==> src/rtl/rom_port_arbiter.sv <==
// rtl/rom_port_arbiter.sv - round-robin arbiter sharing one synchronous image ROM among drawing layers
//
// Purpose: accepts at most one ROM read per pixel-clock cycle from N_REQ
// requesters, issues it to a single-port synchronous ROM, and returns the
// registered data to the requester that issued it with a one-hot strobe.
// The owner of each read is tracked by a pipeline that matches the ROM latency.
//
// Ports:
//   clk, rst   pixel clock, synchronous active-high reset
//   req        per-requester read request, held until granted
//   req_addr   packed addresses, requester i at [i*ADDR_W +: ADDR_W]
//   gnt        combinational one-hot grant
//   rom_en     registered ROM read enable
//   rom_addr   registered ROM address
//   rom_data   ROM output, valid RD_LAT cycles after rom_en
//   rd_valid   registered one-hot return strobe
//   rd_data    registered read data, qualified by rd_valid
//   idle       registered, high when no request and no read in flight
//
// Optional feature: define ROM_ARB_PRIO0_EN to give requester 0 fixed top
// priority; the remaining requesters round-robin while req[0] is low.

module rom_port_arbiter #(
  parameter int N_REQ  = 4,
  parameter int ADDR_W = 12,
  parameter int DATA_W = 12,
  parameter int RD_LAT = 2
) (
  input  logic                    clk,
  input  logic                    rst,
  input  logic [N_REQ-1:0]        req,
  input  logic [N_REQ*ADDR_W-1:0] req_addr,
  output logic [N_REQ-1:0]        gnt,
  output logic                    rom_en,
  output logic [ADDR_W-1:0]       rom_addr,
  input  logic [DATA_W-1:0]       rom_data,
  output logic [N_REQ-1:0]        rd_valid,
  output logic [DATA_W-1:0]       rd_data,
  output logic                    idle
);

  localparam int LAST_W = $clog2(N_REQ);
  localparam int PIPE_D = RD_LAT + 1;

  logic [LAST_W-1:0] last;
  logic [LAST_W-1:0] cand;
  logic [LAST_W-1:0] win_idx;
  logic [ADDR_W-1:0] win_addr;
  logic              accept;
  logic              hold_last;
  logic [PIPE_D-1:0] pipe_v;
  logic [LAST_W-1:0] pipe_idx [PIPE_D];
  logic [N_REQ-1:0]  ret_onehot;

  // Grant search: scan from last+1 upward with wrap; the first requester
  // found wins. Depends only on req, last and rst, never on addresses.
  always_comb begin
    gnt       = '0;
    cand      = '0;
    win_idx   = '0;
    win_addr  = '0;
    accept    = 1'b0;
    hold_last = 1'b0;
    if (!rst) begin
`ifdef ROM_ARB_PRIO0_EN
      // Requester 0 pre-empts the rotation and does not move the pointer.
      if (req[0]) begin
        accept    = 1'b1;
        hold_last = 1'b1;
        win_idx   = '0;
        win_addr  = req_addr[ADDR_W-1:0];
      end
`endif
      for (int k = 1; k <= N_REQ; k++) begin
        cand = LAST_W'((int'(last) + k) % N_REQ);
        if (!accept && req[cand]) begin
          accept   = 1'b1;
          win_idx  = cand;
          win_addr = req_addr[int'(cand)*ADDR_W +: ADDR_W];
        end
      end
      if (accept) begin
        gnt[win_idx] = 1'b1;
      end
    end
  end

  assign ret_onehot = {{(N_REQ-1){1'b0}}, 1'b1} << pipe_idx[PIPE_D-1];

  always_ff @(posedge clk) begin
    if (rst) begin
      last     <= LAST_W'(N_REQ - 1);
      rom_en   <= 1'b0;
      rom_addr <= '0;
      pipe_v   <= '0;
      rd_valid <= '0;
      rd_data  <= '0;
      idle     <= 1'b1;
    end else begin
      if (accept && !hold_last) begin
        last <= win_idx;
      end
      rom_en <= accept;
      if (accept) begin
        rom_addr <= win_addr;
      end
      // Stage 0 lines up with rom_en; the last stage lines up with rom_data.
      pipe_v   <= {pipe_v[PIPE_D-2:0], accept};
      rd_valid <= pipe_v[PIPE_D-1] ? ret_onehot : '0;
      if (pipe_v[PIPE_D-1]) begin
        rd_data <= rom_data;
      end
      idle <= (req == '0) && (pipe_v == '0);
    end
  end

  // Owner indices need no reset: they are only read when the matching valid is set.
  always_ff @(posedge clk) begin
    pipe_idx[0] <= win_idx;
    for (int j = 1; j < PIPE_D; j++) begin
      pipe_idx[j] <= pipe_idx[j-1];
    end
  end

endmodule

==> config.mk <==
export PLATFORM = sky130hd
export DESIGN_NAME = rom_port_arbiter
export DESIGN_NICKNAME = d
export VERILOG_FILES = /design/src/rtl/rom_port_arbiter.sv
export SDC_FILE = /design/constraint.sdc
export NUM_CORES = 1
export LEC_CHECK = 0
export ABC_AREA = 1
export CORE_ASPECT_RATIO = 1.25
export CORE_UTILIZATION = 35
export DETAILED_ROUTE_END_ITERATION = 8
export REMOVE_ABC_BUFFERS = 1
export SYNTH_ARGS = -nofsm -noshare
export SYNTH_HDL_FRONTEND = slang
export SYNTH_SLANG_ARGS = --single-unit
==> constraint.sdc <==
create_clock -name clk -period 2.2 [get_ports clk]
set_input_delay 0.22 -clock clk [delete_from_list [all_inputs] [get_ports clk]]
set_output_delay 0.22 -clock clk [all_outputs]
set_load 0.03 [all_outputs]
# ---- Yosys cells after proc, flatten, opt, wreduce, memory -nomap -nowiden
# Memory sizes are Yosys's and may differ from the RTL's.
# Cells that the tools add are included.
dict set report totals {
  reg_bits 35
  ram_bits 6
  in_bits 66
  output_inout_bits 34
  elab_cells 70
  memories 1
}
# name words width read_ports rd_clocked_by_memory_dff wr line_no
set memory_table {}
lappend memory_table {pipe_idx 3 2 3 0 3 52} ;# logic [LAST_W-1:0] pipe_idx [PIPE_D];
dict set report op_classes {
  add_sub_neg 4
  multipliers 4
  n_lt_le_gt_ge 6
  n_shift 5
  n_mux 31
  bitwise_logic 1
  n_reduce_logical 11
}
# op n
set op_table {}
lappend op_table {{$shiftx A48 B7 Y12} 4}
lappend op_table {{$mux W12} 4}
lappend op_table {{$mul A2 B2 Y4 const B} 4}
lappend op_table {{$lt A2 B3 Y1 const B} 5}
lappend op_table {{$mux W1} 14}
lappend op_table {{$mux W2} 6}
lappend op_table {{$bmux W1 S2} 4}
lappend op_table {{$mux W4} 2}
lappend op_table {{$logic_and A1 B1 Y1} 5}
lappend op_table {{$add A2 B1 Y2 const B} 2}
lappend op_table {{$add A2 B2 Y2 const B} 2}
lappend op_table {{$logic_not A4 Y1} 1}
lappend op_table {{$shl A1 B2 Y4 const A} 1}
lappend op_table {{$logic_not A1 Y1} 3}
lappend op_table {{$logic_not A3 Y1} 1}
lappend op_table {{$demux W1 S2} 1}
lappend op_table {{$ge A2 B1 Y1 const B} 1}
lappend op_table {{$reduce_or A2 Y1} 1}
lappend op_table {{$not A1 Y1} 1}

# ---- Logic depth before layout (Yosys ltp)
# Gate-level depths: netlist of the first run.
dict set report depth {
  word_depth 23
  mapped_depth 13
  mapped_depth_nobuf 11
}

# ---- Worst setup path before layout of the first run
# No wires, ideal clock.
dict set report synth_timing {
  kind {register to output}
  startpoint {register last[0]}
  endpoint {output gnt[3]}
  t_arrival_ns 1.706
  required_time_ns 1.980
  path_slack_ns 0.274
  path_stages_with_launch 12
  n_path_buf 1
  path_cell_list {dfxtp_1 -> inv_2 -> buf_2 -> nand2_1 -> nand2_2 -> nand2_2 -> nand2_4 -> nor2_8 -> nand3_2 -> nand2_1 -> o21ai_2 -> nor2_1}
}
dict set report synth_via {
  elab_chain_len 23
  word_cells_on_any_way 38
  cone_classes {4 x add/sub; 2 x order compare; 25 x mux; 7 x reduce/logical}
}
# item line_no
set synth_rtl {}
lappend synth_rtl {{start: declaration} 45} ;# logic [LAST_W-1:0] last;
lappend synth_rtl {{start signal: assignment} 92} ;# last <= LAST_W'(N_REQ - 1);
lappend synth_rtl {{start signal: assignment} 101} ;# last <= win_idx;
lappend synth_rtl {{$add A2 B1 Y2} 75} ;# cand = LAST_W'((int'(last) + k) % N_REQ);
lappend synth_rtl {{$bmux W1 S2} 76} ;# if (!accept && req[cand]) begin
lappend synth_rtl {{$mux W1 (not written as such)} 76}
lappend synth_rtl {{$mux W1} 76}
lappend synth_rtl {{$mux W1} 64} ;# if (!rst) begin
lappend synth_rtl {{$logic_not A1 Y1} 76}
lappend synth_rtl {{$logic_and A1 B1 Y1} 76}
lappend synth_rtl {{$mux W1} 76}
lappend synth_rtl {{[7 not listed]} -}
lappend synth_rtl {{$mux W2} 76}
lappend synth_rtl {{$mux W2} 64}
lappend synth_rtl {{$lt A2 B3 Y1 (not written as such) / $ge A2 B1 Y1 (equally long branches)} 83} ;# gnt[win_idx] = 1'b1;
lappend synth_rtl {{$logic_and A1 B1 Y1 (not written as such)} 83}
lappend synth_rtl {{$mux W1 (not written as such)} 83}
lappend synth_rtl {{$demux W1 S2} 83}
lappend synth_rtl {{$mux W4 (*)} 82} ;# if (accept) begin
lappend synth_rtl {{$mux W4 (*)} 64}
lappend synth_rtl {{end: declaration} 33} ;# output logic [N_REQ-1:0] gnt,
# Mark *: on every way between the ends. The rest lies on a longest branch, timed or not. The select of a mux whose other input is x is not followed.

# ---- Worst setup path in the final report of the first run
dict set report layout_timing {
  startpoint {register last[0]}
  endpoint {output gnt[0]}
}
# Same word-level chain as after synthesis.

==> results.md, run 1 <==
* Boundary Pins at 100
* CTS clk-pin slew, worst paths at ~0.06 ns
* Share of the synthesized area in the top cell type at between 30% and 40%
* Layout cell share with drive strength beyond 1 at between 10% and 20%
* Slowest cell on the critical path: sky130_fd_sc_hd__dfxtp_4
* Register-to-Register Setup Slack at between 0.15 and 0.2 ns
* Number of antenna violations at the first check in global routing at 0
* Worst Setup End Kind: output port
* Clock sink count at 40
* Portion of the post-synthesis area used by sequential elements at between 20% and 30%
* All-layer global routing usage at between 20% and 30%
* Max-Slew Margin vs Limit at ~69%
* Wirelength, routed at 10,380 µm
* Worst vdd rail ir drop at 0.4411 mV
* HPWL Detailed at 7608 µm
* Total vias in the final route at 4,214
* Switching component of the power at 2023 µW
* Count of final hold-check violations at 0
* Number of flip-flops and latches in the synthesized netlist at 40
* Leakage power summed over all cells at around 0.0029 µW
* Residual antenna-violating net count after detailed routing at 0
* Transition time at the pin with the least slew margin at 0.4662 ns
* Cell Area, Synth at ~3400 µm²
* Type of origin of the critical path: flop
* First-pass GRT wire length at between 15,000 and 20,000 µm
* Cell type with the largest total area after synthesis: sky130_fd_sc_hd__nand2_1
* Setup slack at placement at 0.1024 ns
* Path type of the worst min-delay path: reg2reg
* Post-Syn Area per Cell at 5.161 µm²
* Crit path DAT at 1.90 ns
* Portion of total power attributed to combinational logic at between 50% and 60%
* TritonCTS buffer count at 5
* Deepest level of the CTS H-tree at 2
* Number of nets in the finished design at between 800 and 900
* Area growth from synthesis to layout at 48.19%
* Routed length per placed instance at between 10 and 15 µm
* Root Buffer: sky130_fd_sc_hd__clkbuf_16
* Number of input and output port buffers inserted at 99
* Die span in y at between 100 and 150 µm
* MaxCap Viol Count at 0
* ANT cells at 0
* Tot Pwr at roughly 4700 µW
* Number of synthesis warnings at 0
* Number of remaining DRC errors at 0
* Setup repair after global routing missed its margin: true
* Final setup violation count at 0
* Max Clk Rate at ~0.47 GHz
* Cell types with the largest area share after synthesis: sky130_fd_sc_hd__nand2_1 (34%), sky130_fd_sc_hd__dfxtp_1 (24%), sky130_fd_sc_hd__nand3_1 (12%)
* Cells along the critical path: buf_12 -> nand2_1 -> nand2_2 -> inv_1 -> nand2_2 -> nand2_2 -> buf_4 -> nand3_2 -> nand2_2 -> o21ai_4 -> inv_2 -> nor2_2 -> buf_6
* Clock Skews at roughly 0.0074 ns
* Clock latency of the later-clocked register in the worst-skew pair at 0.28 ns
* Pwr Density at 929.6 nW/µm²
* Worst path required time at between 1.5 and 2 ns
* Core ar. at between 9000 and 10,000 µm²
* Final Max Slew Viols at 0
* Commonest cells after routing, fill and taps aside: sky130_fd_sc_hd__nand2_1 (298), sky130_fd_sc_hd__inv_1 (98), sky130_fd_sc_hd__clkdlybuf4s50_1 (95)
* Relative contribution of the clock network to total power at 20.0%
* First-pass detailed-route iteration total at 5
* Unique cell type count in the Yosys netlist at 24
* Syn Inst Count at about 660
* FP Rows at 39
* Setup TNS at 0 ns
* Largest driver fanout on the critical path at 6
* Pin count of the biggest net entering global routing at 25
* Crit-path max cell delay at roughly 0.42 ns
* Hold buffers post-CTS at 0
* Internal power of the cells at roughly 2600 µW
* Die area at 10,060 µm²
* Buffers plus inverters on the worst setup path at 5
* Period minus WS final at approximately 2.1 ns
* Filler cell count at between 900 and 1,000
* Initial cell density of the core at a little over a third
* Number of buffers on the longest clock path at 2
* Post-route setup slack at ~0.082 ns
* DRC marker count from the first detailed-route iteration at roughly 230
* Most common cell after layout, fill and taps aside: sky130_fd_sc_hd__nand2_1
* Die X-Extent at between 80 and 90 µm
* Routability congestion estimate at between 0.8 and 0.9
* Share of the clock period used by the worst path at between 90% and 100%
* Mean number of vias per cell at around 4.7
* Number of global-route vias before repair at between 3,000 and 4,000
* Register share of total power at 20.5%
* Most frequent cell on the critical path: sky130_fd_sc_hd__nand2_2
* CTS tree: done
* Run status: finished, final reports clean
* Switching power as a share of total power at between 40% and 50%
* Overflow after GRT at 0
* Kind of cell with the highest combined delay on the critical path: buffers and inverters
* Worst Path Class, Setup: reg2out
## path summary, 6_finish.rpt
kind,start,endpoint,depth (start not counted)
hold / removal,pipe_idx[0][2]$_DFF_P_,pipe_idx[0][4]$_DFF_P_,0
setup reg to reg,last[0]$_SDFFE_PP1P_,rom_addr[11]$_SDFFE_PP0P_,13
hold reg to reg,pipe_idx[0][2]$_DFF_P_,pipe_idx[0][4]$_DFF_P_,0
setup / recovery,last[0]$_SDFFE_PP1P_,gnt[0],13
## flip-flops by register name (all words and copies together) (netlist names)
signal    count
pipe_idx      6
pipe_v        3
rom_addr     12
rd_data      12
idle          1
last          2
rd_valid      4
## cell type report
| type | count | area (µm²) | area share, % |
|---|---|---|---|
| clock inverters | 2 | 60.06 | 1.199 |
| inverters | 102 | 385.4 | 7.692 |
| clock buffers | 5 | 125.1 | 2.498 |
| repair buffers | 143 | 1381 | 27.57 |
| multi-input cells | 478 | 2096 | 41.83 |
| well taps | 123 | 153.9 | 3.072 |
| flip-flops and latches | 40 | 808.3 | 16.13 |
## repair_timing
| action | 4_1_cts | 5_1_grt |
|---|---|---|
| endpoints found under the setup margin | 4 | 5 |
| endpoints found under the hold margin | 0 | 0 |
| gates resized for setup | 11 | 27 |
| pin swaps | 3 | 4 |
| gates cloned | 0 | 1 |
| setup buffers | 5 | 9 |
## synthesized netlist by cell type (all sizes together)
cell and n:
nor4 1, inv 101, nand2 313, a21boi 1, a21oi 12, dfxtp 40
nand3 82, o21ai 14, buf 27, clkbuf 8, nand3b 1, clkinv 1
nand4 15, nor2 39
## kinds of logic after synthesis
| logic type | synth area share [%] |
|---|---|
| and+or+nand+nor | 55.77 |
| buffers and inverters | 16.36 |
| DFF | 23.69 |
| AOI/OAI and AO/OA | 4.182 |
## power by group through the flow
stage | Clock, µW | Combinational (µW) | Sequential (µW)
after floorplan | 0 | 1300 | 1200
after global placement | 0 | 2430 | 954
after detailed placement | 0 | 2460 | 957
after CTS | 954 | 2550 | 950
after global routing | 978 | 3070 | 973
final | 930 | 2770 | 953
## per-stage QoR
step	hold slack, ns	area [µm²]	std cells	utilization, %
2_1_floorplan	0.2924	3211	620	-
3_3_place_gp	0.3134	4564	871	49.23
3_5_place_dp	0.3167	4564	871	49.23
4_1_cts	0.3307	4827	883	52.06
5_1_grt	0.3336	5010	893	54.04
6_report	0.3264	5010	893	54.04
## worst register-to-register path, delay by kind of cell, from the launching register on
family        cells  cell delay (ns)
buf+inv           5             0.86
flops             1             0.42
simple gates      8             0.68
## routing by layer
layer / track usage [%] / vias up / part of all wire (%) / routed length (µm)
li1: - / 2209 / - / -
met1: 25.34 / 1853 / 43 / 4485
met2: 37.85 / 134 / 50 / 5164
met3: 3.689 / 18 / 5.2 / 544
met4: 5.914 / 0 / 1.8 / 182
met5: 0 / - / 0 / 0
(Power assumes the default switching activity.)
==> run 2, diff against run 1 <==
Settings changed: CTS_CLUSTER_SIZE from default to 14.
==> results of run 2 <==
Final layout, timing and power as in run 1 (identical DEF).
